$ cat src/rtl/tx_stream_pkg.sv
// tx_stream_pkg: shared FSM/speed encodings, bucket sizing constants and a popcount helper
package tx_stream_pkg;
  typedef enum logic [1:0] {IDLE = 2'd0, XMIT = 2'd1, DROP = 2'd2} tx_state_e;
  typedef enum logic [1:0] {SPD_10M = 2'd0, SPD_100M = 2'd1, SPD_1G = 2'd2, SPD_10G = 2'd3} tx_speed_e;
  localparam int TICK_BITS = 10;
  localparam int CREDIT_W = 20;
  function automatic logic [6:0] popcount(input logic [63:0] v);
    popcount = '0;
    for (int i = 0; i < 64; i++) popcount += 7'(v[i]);
  endfunction
endpackage

$ cat src/rtl/tx_token_bucket.sv
// tx_token_bucket: 1024-cycle tick, signed byte credit with saturation; ports: i_clk, i_rst, i_cfg (shape cfg), i_sub_en/i_sub_keep (forwarded beat), o_credit_ok
module tx_token_bucket import tx_stream_pkg::*; #(
  parameter int KEEP_W = 4,
  parameter int CREDIT_MAX = 16383
) (
  input  logic              i_clk,
  input  logic              i_rst,
  input  logic [15:0]       i_cfg,
  input  logic              i_sub_en,
  input  logic [KEEP_W-1:0] i_sub_keep,
  output logic              o_credit_ok
);
  localparam logic signed [CREDIT_W-1:0] CMAX = CREDIT_W'(CREDIT_MAX);
  logic [TICK_BITS-1:0] tick_q;
  logic signed [CREDIT_W-1:0] credit_q, credit_d, add, sub, sum;
  always_comb begin
    add = &tick_q ? CREDIT_W'(i_cfg[14:0]) : '0;
    sub = i_sub_en ? CREDIT_W'(popcount(64'(i_sub_keep))) : '0;
    sum = credit_q + add - sub;
    credit_d = !i_cfg[15] ? CMAX : (sum > CMAX ? CMAX : sum);
    o_credit_ok = !i_cfg[15] | !credit_q[CREDIT_W-1];
  end
  always_ff @(posedge i_clk) begin
    if (i_rst) begin
      tick_q <= '0;
      credit_q <= '0;
    end else begin
      tick_q <= tick_q + 1'b1;
      credit_q <= credit_d;
    end
  end
endmodule

$ cat src/rtl/tx_byte_stream_ctrl.sv
// tx_byte_stream_ctrl: egress frame shaper/link-drop filter with registered MAC stage and TX stats; cross_tx_* in, mac_tx_* out, shape cfg, byte/frame counters; TX_STREAM_CRCERR_CNT_EN adds o_port_tx_crcerr_cnt
module tx_byte_stream_ctrl import tx_stream_pkg::*; #(
  parameter int PORT_NUM = 4,
  parameter int PORT_MNG_DATA_WIDTH = 8,
  parameter int CROSS_DATA_WIDTH = PORT_MNG_DATA_WIDTH * PORT_NUM,
  parameter int CREDIT_MAX = 16383,
  localparam int KEEP_W = CROSS_DATA_WIDTH / 8,
  localparam int DW = CROSS_DATA_WIDTH + 1
) (
  input  logic              i_clk,
  input  logic              i_rst,
  input  logic [15:0]       i_port_shape_cfg_regs,
  output logic [15:0]       o_port_tx_byte_cnt,
  output logic [15:0]       o_port_tx_frame_cnt,
`ifdef TX_STREAM_CRCERR_CNT_EN
  output logic [15:0]       o_port_tx_crcerr_cnt,
`endif
  input  logic              i_tx_port_link,
  input  logic [1:0]        i_tx_port_speed,
  input  logic [DW-1:0]     i_cross_tx_axi_data,
  input  logic [KEEP_W-1:0] i_cross_tx_axi_data_keep,
  input  logic              i_cross_tx_axi_data_valid,
  output logic              o_cross_tx_axi_data_ready,
  input  logic              i_cross_tx_axi_data_last,
  output logic              o_mac_tx_port_link,
  output logic [1:0]        o_mac_tx_port_speed,
  output logic [DW-1:0]     o_mac_tx_axi_data,
  output logic [KEEP_W-1:0] o_mac_tx_axi_data_keep,
  output logic              o_mac_tx_axi_data_valid,
  input  logic              i_mac_tx_axi_data_ready,
  output logic              o_mac_tx_axi_data_last
);
  tx_state_e state_q, state_d;
  logic pipe_rdy, credit_ok, idle_go, rdy, acc, fwd, cut, dlv;
  logic [DW-1:0] data_q;
  logic [KEEP_W-1:0] keep_q;
  logic valid_q, last_q, link_q;
  logic [1:0] speed_q;
  logic [15:0] byte_q, frame_q;
  tx_token_bucket #(.KEEP_W(KEEP_W), .CREDIT_MAX(CREDIT_MAX)) u_bucket (
    .i_clk(i_clk),
    .i_rst(i_rst),
    .i_cfg(i_port_shape_cfg_regs),
    .i_sub_en(fwd),
    .i_sub_keep(i_cross_tx_axi_data_keep),
    .o_credit_ok(credit_ok)
  );
  // A beat accepted while the link is down mid-frame becomes a forced errored last beat.
  always_comb begin
    pipe_rdy = !valid_q | i_mac_tx_axi_data_ready;
    idle_go = i_cross_tx_axi_data_valid & i_tx_port_link & credit_ok;
    rdy = state_q == DROP ? 1'b1 : state_q == XMIT ? pipe_rdy : idle_go & pipe_rdy;
    acc = i_cross_tx_axi_data_valid & rdy;
    fwd = acc & (state_q != DROP);
    cut = fwd & !i_tx_port_link;
    dlv = valid_q & i_mac_tx_axi_data_ready;
    state_d = state_q == IDLE ? (i_cross_tx_axi_data_valid & !i_tx_port_link ? DROP :
                                 idle_go & !(acc & i_cross_tx_axi_data_last) ? XMIT : IDLE) :
              state_q == XMIT ? (acc & i_cross_tx_axi_data_last ? IDLE : cut ? DROP : XMIT) :
                                (acc & i_cross_tx_axi_data_last ? IDLE : DROP);
  end
  always_ff @(posedge i_clk) begin
    if (i_rst) begin
      state_q <= IDLE;
      data_q <= '0;
      keep_q <= '0;
      valid_q <= 1'b0;
      last_q <= 1'b0;
      link_q <= 1'b0;
      speed_q <= '0;
      byte_q <= '0;
      frame_q <= '0;
    end else begin
      state_q <= state_d;
      link_q <= i_tx_port_link;
      speed_q <= i_tx_port_speed;
      if (pipe_rdy) valid_q <= fwd;
      if (fwd) begin
        data_q <= {i_cross_tx_axi_data[DW-1] | cut, i_cross_tx_axi_data[DW-2:0]};
        keep_q <= i_cross_tx_axi_data_keep;
        last_q <= i_cross_tx_axi_data_last | cut;
      end
      if (dlv) begin
        byte_q <= byte_q + 16'(popcount(64'(keep_q)));
        frame_q <= frame_q + 16'(last_q);
      end
    end
  end
`ifdef TX_STREAM_CRCERR_CNT_EN
  logic [15:0] crc_q;
  always_ff @(posedge i_clk) begin
    if (i_rst) crc_q <= '0;
    else if (dlv & last_q & data_q[DW-1]) crc_q <= crc_q + 16'd1;
  end
  assign o_port_tx_crcerr_cnt = crc_q;
`else
`endif
  assign o_cross_tx_axi_data_ready = rdy;
  assign o_mac_tx_port_link = link_q;
  assign o_mac_tx_port_speed = speed_q;
  assign o_mac_tx_axi_data = data_q;
  assign o_mac_tx_axi_data_keep = keep_q;
  assign o_mac_tx_axi_data_valid = valid_q;
  assign o_mac_tx_axi_data_last = last_q;
  assign o_port_tx_byte_cnt = byte_q;
  assign o_port_tx_frame_cnt = frame_q;
endmodule

$ cat config.mk
export PLATFORM = sky130hd
export DESIGN_NAME = tx_byte_stream_ctrl
export DESIGN_NICKNAME = d
export VERILOG_FILES = /design/src/rtl/tx_stream_pkg.sv /design/src/rtl/tx_token_bucket.sv /design/src/rtl/tx_byte_stream_ctrl.sv
export SDC_FILE = /design/constraint.sdc
export NUM_CORES = 1
export LEC_CHECK = 0
export CAP_MARGIN = 30
export CORE_UTILIZATION = 45
export CTS_CLUSTER_DIAMETER = 50
export DETAILED_ROUTE_END_ITERATION = 10
export PLACE_DENSITY = 0.87
export RECOVER_POWER = 100
export SYNTH_ARGS = -nofsm -noshare
export SYNTH_HDL_FRONTEND = slang
export SYNTH_SLANG_ARGS = --single-unit
$ cat constraint.sdc
create_clock -name i_clk -period 4.7 [get_ports i_clk]
set_input_delay 0.94 -clock i_clk [delete_from_list [all_inputs] [get_ports i_clk]]
set_output_delay 0.94 -clock i_clk [all_outputs]
set_load 0.005 [all_outputs]
* After elaboration in Yosys (flattened, before gate mapping)
Cells that the tools add are included.
** Storage, ports and cells
- Bits in registers :: 106
- Output and inout port bits :: 75
- Logic and storage cells :: 63
** Operators by class
- $add $sub $neg :: 11
- Magnitude comparators :: 1
- Equal/unequal tests :: 3
- Mux-type cells :: 13
- Bitwise gates (word level) :: 15
- Reduce and logical (&&, ||, !) cells :: 8
** Operators with widths (count)
- $mux W14 :: 2
- $add A20 B20 Y20 :: 1
- $gt A20 B15 Y1 const B :: 1
- $sub A20 B8 Y20 :: 1
- $add A16 B1 Y16 :: 1
- $add A16 B4 Y16 :: 1
- $mux W15 :: 1
- $add A7 B1 Y7 :: 2
- $mux W2 :: 6
- $add A10 B1 Y10 const B :: 1
- $and A1 B1 Y1 :: 10
- $reduce_and A10 Y1 :: 1
- $mux W7 :: 1
- $logic_not A1 Y1 :: 5
- $add A1 B1 Y2 :: 2
- $add A3 B1 Y4 :: 1
- $or A1 B1 Y1 :: 4
- $add A2 B1 Y3 :: 1
- $mux W1 :: 3
- $reduce_or A3 Y1 :: 1
- $eq A2 B1 Y1 const B :: 1
- $eq A2 B2 Y1 const B :: 1
- $logic_not A2 Y1 :: 1
- $ne A2 B2 Y1 const B :: 1
- $not A1 Y1 :: 1

* Longest topological paths before layout
Gate-level depths: netlist of the first run.
- Word-level depth :: 13
- Depth in mapped cells :: 21
- Mapped depth without buffers :: 18

* By module
Synthesis of the first run repeated with hierarchy kept, for this count alone.
** Unflattened totals
- Cell total of the unflattened synthesis :: 723
- Area total of the unflattened synthesis :: 5845.6 um^2
** Modules (own cells, without submodules)
- tx_byte_stream_ctrl :: times used 1, cells each 382, area each 3215.6 um^2, seq. area each 1521.5 um^2
- tx_token_bucket :: times used 1, cells each 341, area each 2630.0 um^2, seq. area each 600.6 um^2

* Least setup slack after synthesis of the first run
OpenSTA, ideal clock, no wires.
- Path type :: input-to-reg
- From :: input port i_cross_tx_axi_data_valid
- To :: register u_bucket.credit_q[10]
- Library setup time :: 0.136 ns
- Data arrival time :: 4.734 ns
- Data required time :: 4.564 ns
- Setup slack :: -0.171 ns
- Stages :: 18
- Cells stage by stage :: clkbuf_1 nand2_1 a21oi_1 o21ai_0 nand2_1 nand3_1 clkbuf_1 nor2_1 fa_1 fa_1 nand2b_1 a21oi_1 nor2b_1 o31ai_4 mux2i_1 o41ai_4 buf_6 a31oi_1
** Between the ends
- Longest elaborated chain between the ends :: 12
** RTL lines
- start, declared :: RTL line tx_byte_stream_ctrl.sv:22 : input logic i_cross_tx_axi_data_valid,
- $and A1 B1 Y1 (*) (2 in series) :: RTL line tx_byte_stream_ctrl.sv:51 : idle_go = i_cross_tx_axi_data_valid & i_tx_port_link & credit_ok;
- $and A1 B1 Y1 (*) :: RTL line tx_byte_stream_ctrl.sv:52 : rdy = state_q == DROP ? 1'b1 : state_q == XMIT ? pipe_rdy : idle_go & pipe_rdy;
- $mux W1 (*) (2 in series) :: RTL line tx_byte_stream_ctrl.sv:52
- via o_cross_tx_axi_data_ready :: RTL line tx_byte_stream_ctrl.sv:23 : output logic o_cross_tx_axi_data_ready,
- $and A1 B1 Y1 (*) :: RTL line tx_byte_stream_ctrl.sv:53 : acc = i_cross_tx_axi_data_valid & rdy;
- $and A1 B1 Y1 (*) :: RTL line tx_byte_stream_ctrl.sv:54 : fwd = acc & (state_q != DROP);
- $mux W7 (*) :: RTL line tx_token_bucket.sv:18 : sub = i_sub_en ? CREDIT_W'(popcount(64'(i_sub_keep))) : '0;
- $sub A20 B8 Y20 (*) :: RTL line tx_token_bucket.sv:19 : sum = credit_q + add - sub;
- $gt A20 B15 Y1 :: RTL line tx_token_bucket.sv:20 : credit_d = !i_cfg[15] ? CMAX : (sum > CMAX ? CMAX : sum);
- $mux W14 (*) (2 in series) :: RTL line tx_token_bucket.sv:20
- end signal, assigned :: RTL line tx_token_bucket.sv:29 : credit_q <= credit_d;
- end, declared :: RTL line tx_token_bucket.sv:15 : logic signed [CREDIT_W-1:0] credit_q, credit_d, add, sub, sum;
Mark *: on every way through the listed nets, which the timed path passes. The rest lies on a longest branch.
A chain may end at the register's enable or synchronous reset.

* Final worst setup path of the first run
- From :: input port i_cross_tx_axi_data_keep[3]
- To :: register u_bucket.credit_q[18]
** Between the ends
- Longest elaborated chain between the ends :: 5
** RTL lines
- start, declared :: RTL line tx_byte_stream_ctrl.sv:21 : input logic [KEEP_W-1:0] i_cross_tx_axi_data_keep,
- $add A7 B1 Y7 (*) :: RTL line tx_stream_pkg.sv:9 : for (int i = 0; i < 64; i++) popcount += 7'(v[i]);
- $mux W7 (*) :: RTL line tx_token_bucket.sv:18
- $sub A20 B8 Y20 (*) :: RTL line tx_token_bucket.sv:19
- $gt A20 B15 Y1 :: RTL line tx_token_bucket.sv:20
- $reduce_or A3 Y1 (no line)
Every way passes the cells marked *; elsewhere a longest branch is shown, timed or not.

==> out/results.ini, run 1 <==
[cells_and_area]
final_util_pct = 63.4
drive_gt1_share_pct = 8.96
area_delta_synth_final_pct = 36.5
nets = 893

[status]
status = complete, no violations

[drt]
drc = 0
post_drt_wl_per_cell_um = 14.4
viasPerCell = 5.14
drtPass1Iterations = 5
ant_nets = 0
drt_iter0_markers = 365
wl_um = 13800
vias = 4939

[worst_setup_path]
slowest_stage = fa_1
r2r_end = u_bucket.credit_q[18]
critical_path.endpoint_type = flop
reg2reg_from = u_bucket.tick_q[3]
crit_type = primary input to flop
cp_common_cell = inv_1
path_max_fanout = 7
crit_path_start_kind = primary input
slowest_delay_ns = 0.63
crit_chain = clkdlybuf4s50_1 > inv_1 > fa_2 > inv_1 > ha_1 > inv_1 > nor2_1 > fa_1 > inv_2 > ha_4 > a211oi_2 > o21a_2 > a21o_1 > nand3b_1 > xor2_2 > o41ai_4 > buf_6 > nor3b_4
crit_arrival_ns = 4.85
ff2ff_path_depth = 17
ff2ff_setup_slack_ns = 0.58
worstPathRequired_ns = 4.97

[logic_synthesis]
synthArstFlopShare_pct = 0
seq_area_frac_synth_pct = 37.9
yosys-top-cells-area = dfxtp_1 (38%), ha_1 (8.5%), mux2i_1 (6.6%)
ys_dominant_reg_cell = dfxtp_1
synth_area_leader_cell = dfxtp_1
synthDominantCellAreaShare_pct = 37.9
ys_top_cells_by_count = dfxtp_1 (106), nor2_1 (90), inv_1 (64)
ys_types = 54
syn_inst = 642
synth_warnings = 0
ys_ff_latch = 106
syn_nets = 748
yosysMostFrequentCell = dfxtp_1
syn_area_mm2 = 0.00560
synth_edf_count = 0
avgSynthCellArea_um2 = 8.73

[global_routing]
overflow = 0
grt_max_degree = 102
track_usage_pct = 20.7
grt_pass1_wl_um = 21400
grt_pass1_vias = 4697
grt_antenna_before_repair = 1

[clock_tree]
cts_hold_buf = 0
root_buffer = clkbuf_16
h-tree-depth = 3
clockBufferDepth = 2
insertion_delay_ns = 0.34
cts.clk_slew.worst_paths_ns = 0.07
clock-sinks = 106
cts_tree = yes
numCtsBuffers = 9

[sta]
min_period_over_period_pct = 97.5
fin_skew_ns = 0.00565
post-route-min-period_ns = 4.58
tightest_slew_ns = 1.29
setup_viol = 0
slew_violations = 0
fin_ws_ns = 0.120
relSlewSlack_pct = 13.9
fin_setup_tns_ns = 0
hold_viol_final = 0
fmax_ghz = 0.218

[floorplanning]
initial_core_util_pct = 46.4
rows = 40
coreArea_mm2 = 0.0121
die_h_um = 114
ioPinCount = 136
die_area_mm2 = 0.0129
die_w_um = 114

[place]
gp_congestion = 0.868
dpl_worst_slack_ns = -0.446
portBuffers = 135
hpwlAfterDp_um = 9700

[min_path]
hold_path.class = flop to flop
hold_end = u_bucket.tick_q[0]
min_path_cells = 1
min_from = u_bucket.tick_q[0]

[run]
maxCapViolCount = 0

[power_and_ir_drop]
leakagePower_nw = 3.56
pwr_density_cell_mw_per_mm2 = 538
vdd_ir_drop_max_mv = 0.281

-- through the flow --
stage	power [mW]	instances	cell area, um^2	hold slack (ns)
detailed placement	3.11	939	7180	0.437
CTS	3.97	957	7540	0.468
finish	4.11	961	7640	0.459
global placement	3.04	939	7180	0.428
global route	4.38	961	7640	0.485
floorplan	2.55	642	5610	0.413
-- repair_timing --
item / CTS / global route
buffers inserted: 2 / 1
gates resized for setup: 8 / 17
gates cloned: 0 / 1
pin swaps: 6 / 7
endpoints found under the setup margin: 16 / 20
-- kinds of logic (layout without fill, tap and decap cells) --
family / after synthesis / after routing / synth area share [%]
AOI/OAI and AO/OA: 89 / 89 / 11.0
xor gates and xnor gates: 53 / 53 / 8.29
adders and majority gates: 45 / 45 / 11.0
buffers and inverters: 90 / 240 / 6.68
DFF: 106 / 106 / 37.9
muxes: 37 / 37 / 6.61
other: 0 / 1 / 0
and+or+nand+nor: 222 / 222 / 18.6
-- state kept, by name, indices dropped and copies added, names as in the netlist --
| name | count |
|---|---|
| u_bucket.tick_q | 10 |
| o_mac_tx_port_link | 1 |
| o_port_tx_byte_cnt | 16 |
| state_q | 2 |
| o_mac_tx_axi_data_valid | 1 |
| o_mac_tx_port_speed | 2 |
| o_port_tx_frame_cnt | 16 |
| o_mac_tx_axi_data | 33 |
| o_mac_tx_axi_data_keep | 4 |
| o_mac_tx_axi_data_last | 1 |
| u_bucket.credit_q | 20 |
-- worst max-delay path by stage --
stage | cells after the start | end | slack (ns) | startpoint
4_1_cts | 20 | u_bucket.credit_q[18] | 0.01 | i_cross_tx_axi_data_keep[0]
5_1_grt | 18 | u_bucket.credit_q[18] | -0.01 | i_cross_tx_axi_data_keep[3]
3_3_place_gp | 19 | u_bucket.credit_q[6] | -0.32 | i_cross_tx_axi_data_keep[0]
6_report | 18 | u_bucket.credit_q[18] | 0.12 | i_cross_tx_axi_data_keep[3]
3_5_place_dp | 19 | u_bucket.credit_q[18] | -0.45 | i_cross_tx_axi_data_keep[0]
2_1_floorplan | 18 | u_bucket.credit_q[10] | 0.01 | i_cross_tx_axi_data_valid
-- power by group --
| group | leakage (nW) | internal, mW | switching, mW |
|---|---|---|---|
| registers | 0.865 | 1.00 | 0.0401 |
| logic | 2.55 | 1.05 | 1.24 |
| clock network | 0.147 | 0.435 | 0.347 |
| total | 3.56 | 2.49 | 1.62 |
-- critical path, delay by kind of cell --
kind	cells	cell delay, ns
xor gates and xnor gates	1	0.19
and+or+nand+nor	3	0.35
AOI/OAI and AO/OA	4	1.03
adders and majority gates	4	1.41
buffers and inverters	6	0.93
-- final cells by class --
| type | count | area [um^2] |
|---|---|---|
| antenna | 1 | 2.50 |
| clock buffer | 10 | 239 |
| clock inverter | 6 | 73.8 |
| fill | 968 | 4420 |
| inverter | 64 | 240 |
| multi-input combinational | 446 | 3190 |
| sequential | 106 | 2120 |
| tap | 168 | 210 |
| timing repair buffer | 160 | 1560 |
-- placed cells by master, fill, tap and decap left out, types with 5 or more instances in the layout --
| cell | netlist | final |
|---|---|---|
| dlygate4sd3_1 | 0 | 77 |
| a31oi_1 | 16 | 13 |
| mux2i_1 | 37 | 36 |
| dfxtp_1 | 106 | 106 |
| buf_4 | 0 | 20 |
| and4_1 | 5 | 5 |
| o21ai_0 | 14 | 13 |
| ha_1 | 38 | 37 |
| a21oi_1 | 27 | 25 |
| nand4_1 | 8 | 8 |
| xnor2_1 | 18 | 18 |
| clkdlybuf4s50_1 | 0 | 54 |
| fa_1 | 7 | 5 |
| nor2b_1 | 5 | 5 |
| nand2_1 | 48 | 48 |
| nor3_1 | 7 | 7 |
| xor2_1 | 35 | 34 |
| nand3_1 | 23 | 22 |
| nand2b_1 | 7 | 7 |
| inv_1 | 64 | 62 |
| and3_1 | 8 | 8 |
| clkbuf_16 | 0 | 9 |
| nor2_1 | 90 | 90 |
-- layer usage --
| layer | GRT usage (%) | up-vias | routed length (um) |
|---|---|---|---|
| li1 | - | 2443 | - |
| met5 | 0 | - | 0 |
| met3 | 4.94 | 23 | 726 |
| met4 | 8.33 | 0 | 272 |
| met2 | 35.7 | 160 | 6980 |
| met1 | 24.7 | 2313 | 5840 |
No activity file was read; power rests on OpenSTA's default activity.
==> run 2: changes to the inputs <==
--- a/config.mk
+++ b/config.mk
@@ -6,10 +6,10 @@
 export NUM_CORES = 1
 export LEC_CHECK = 0
 export CAP_MARGIN = 30
-export CORE_UTILIZATION = 45
+export CORE_UTILIZATION = 24
 export CTS_CLUSTER_DIAMETER = 50
 export DETAILED_ROUTE_END_ITERATION = 10
-export PLACE_DENSITY = 0.87
+export PLACE_DENSITY = 0.56
 export RECOVER_POWER = 100
 export SYNTH_ARGS = -nofsm -noshare
 export SYNTH_HDL_FRONTEND = slang
==> run 2 against run 1 <==
Effect of this change:
- utilization shrank 29 points
- clock-buffer cell count shrank 1
- clock power is essentially flat
- combinational power shrank 3%
- non-clock buffer count grew 3
- largest cell class unchanged
- critical path type unchanged
- fmax grew 1.2%
- flip-flop and latch count is the same
- clock skew grew 0.0046 ns
- largest power group unchanged
- power shrank 1.9%
- the flow now finishes with violations (max-capacitance violations, max-slew violations)
==> out/results.ini, run 2 (same netlist as run 1, synthesis figures left out) <==
[status]
status = finished, violations left
violations = max-capacitance violations, max-slew violations

[cells_and_area]
largest_reg_flops = 33
nets = 896
drive_gt1_share_pct = 9.43
layout_common_cells = dfxtp_1 (106), clkdlybuf4s50_1 (93), nor2_1 (89)
final_cell_area_mm2 = 0.00782
final_cells = 1108
diodes = 0
final_common_cell = dfxtp_1
area_delta_synth_final_pct = 39.6
final_util_pct = 34.3

[clock_tree]
clockBufferDepth = 2
cts.clk_slew.worst_paths_ns = 0.07
numCtsBuffers = 9
insertion_delay_ns = 0.36
clock-sinks = 106
root_buffer = clkbuf_16
cts_tree = yes
h-tree-depth = 3

[worst_setup_path]
crit_type = primary input to flop
crit_path_start_kind = primary input
crit_arrival_ns = 4.73
startpoint = i_cross_tx_axi_data_keep[2]
critical_path.endpoint_type = flop
reg2reg_from = u_bucket.tick_q[3]
path_max_fanout = 7
ff2ff_setup_slack_ns = 0.37
worstPathRequired_ns = 4.90

[place]
hpwlAfterDp_um = 10800
dpl_worst_slack_ns = -0.575
gp_congestion = 0.796
dp.cells = 1089
placedInstanceArea_mm2 = 0.00740
portBuffers = 135

[drt]
drtPass1Iterations = 4
vias = 4767
wl_um = 14400
post_drt_wl_per_cell_um = 13.0
drt_iter0_markers = 193
ant_nets = 0
viasPerCell = 4.30
drc = 0

[sta]
hold_viol_final = 0
post-route-min-period_ns = 4.53
fmax_ghz = 0.221
slew_violations = 24
rsz0062_at_grt = no
fin_skew_ns = 0.0103
fin_ws_ns = 0.174
min_period_over_period_pct = 96.3
setup_viol = 0
relSlewSlack_pct = -7.34
tightest_slew_ns = 1.61

[global_routing]
overflow = 0
grt_pass1_wl_um = 23600
grt_antenna_before_repair = 0
grt_pass1_vias = 4670
track_usage_pct = 12.4
grt_max_degree = 63

[floorplanning]
rows = 55
ioPinCount = 136
coreArea_mm2 = 0.0228
initial_core_util_pct = 24.6
die_w_um = 155
die_h_um = 155
die_area_mm2 = 0.0240

[min_path]
min_from = u_bucket.tick_q[0]
hold_path.class = flop to flop

[power_and_ir_drop]
leakagePower_nw = 3.43
vdd_ir_drop_max_mv = 0.184
pwr_density_cell_mw_per_mm2 = 515

[run]
maxCapViolCount = 1

[run 2: cell types whose count changed in the layout (fill, tap and decap cells not counted), moves of 3 or more]
cell / delta
clkdlybuf4s50_1: +39
dlygate4sd3_1: -38
buf_4: +4
a31oi_1: +3
a31oi_2: -3
dlymetal6s2s_1: -3
[run 2: critical path: stages]
cell and delay, ns:
clkdlybuf4s50_1 0.48, inv_1 0.06, fa_2 0.39, inv_1 0.06, ha_1 0.21, inv_1 0.05, nor2_1 0.05, fa_1 0.53
fa_2 0.37, nand2b_4 0.16, a21oi_4 0.16, nor2b_2 0.07, o31ai_4 0.24, mux2i_2 0.13, o41ai_4 0.47, buf_4 0.24
a31oi_1 0.10
[run 2: metrics by stage]
stage | total power, mW | hold WS [ns] | setup TNS, ns
finish | 4.03 | 0.452 | 0
global route | 4.35 | 0.474 | 0
CTS | 4.05 | 0.454 | 0
detailed placement | 3.14 | 0.436 | -9.72
global placement | 3.13 | 0.429 | -8.79
floorplan | 2.55 | 0.413 | 0
[run 2: cell type report]
type                            count  area, um^2
Timing Repair Buffer              163        1560
Sequential cell                   106        2120
Clock inverter                      7        81.3
Tap cell                          313         392
Fill cell                        2386       15000
Inverter                           64         240
Multi-Input combinational cell    446        3200
Clock buffer                        9         225
[run 2: where the power goes]
group | switching, mW | internal, mW
Clock | 0.398 | 0.381
Combinational | 1.18 | 1.03
Sequential | 0.0408 | 1.00
[run 2: final timing paths]
path	endpoint	cells after the start
hold / removal	u_bucket.tick_q[0]	1
setup reg to reg	u_bucket.credit_q[13]	17
setup / recovery	u_bucket.credit_q[13]	17
hold reg to reg	u_bucket.tick_q[0]	1
[run 2: per-layer routing]
| layer | up-vias | global-route usage, % | share of wire (%) |
|---|---|---|---|
| met2 | 88 | 20.6 | 46 |
| met1 | 2215 | 15.5 | 47 |
| li1 | 2450 | - | - |
| met3 | 14 | 3.14 | 5.0 |
| met5 | - | 0 | 0 |
| met4 | 0 | 4.43 | 1.6 |
[run 2: what timing repair did]
item / in CTS / in global routing
hold buffers: 0 / 0
endpoints found under the setup margin: 16 / 20
pin swaps: 13 / 5
setup buffers: 2 / 1
resized for setup: 16 / 11
==> run 3: changes to the inputs <==
--- a/config.mk
+++ b/config.mk
@@ -6,10 +6,10 @@
 export NUM_CORES = 1
 export LEC_CHECK = 0
 export CAP_MARGIN = 30
-export CORE_UTILIZATION = 24
+export CORE_UTILIZATION = 45
 export CTS_CLUSTER_DIAMETER = 50
 export DETAILED_ROUTE_END_ITERATION = 10
-export PLACE_DENSITY = 0.56
+export PLACE_DENSITY = 0.87
 export RECOVER_POWER = 100
 export SYNTH_ARGS = -nofsm -noshare
 export SYNTH_HDL_FRONTEND = slang
==> results of run 3 <==
Final layout, timing and power as in run 1 (identical DEF).
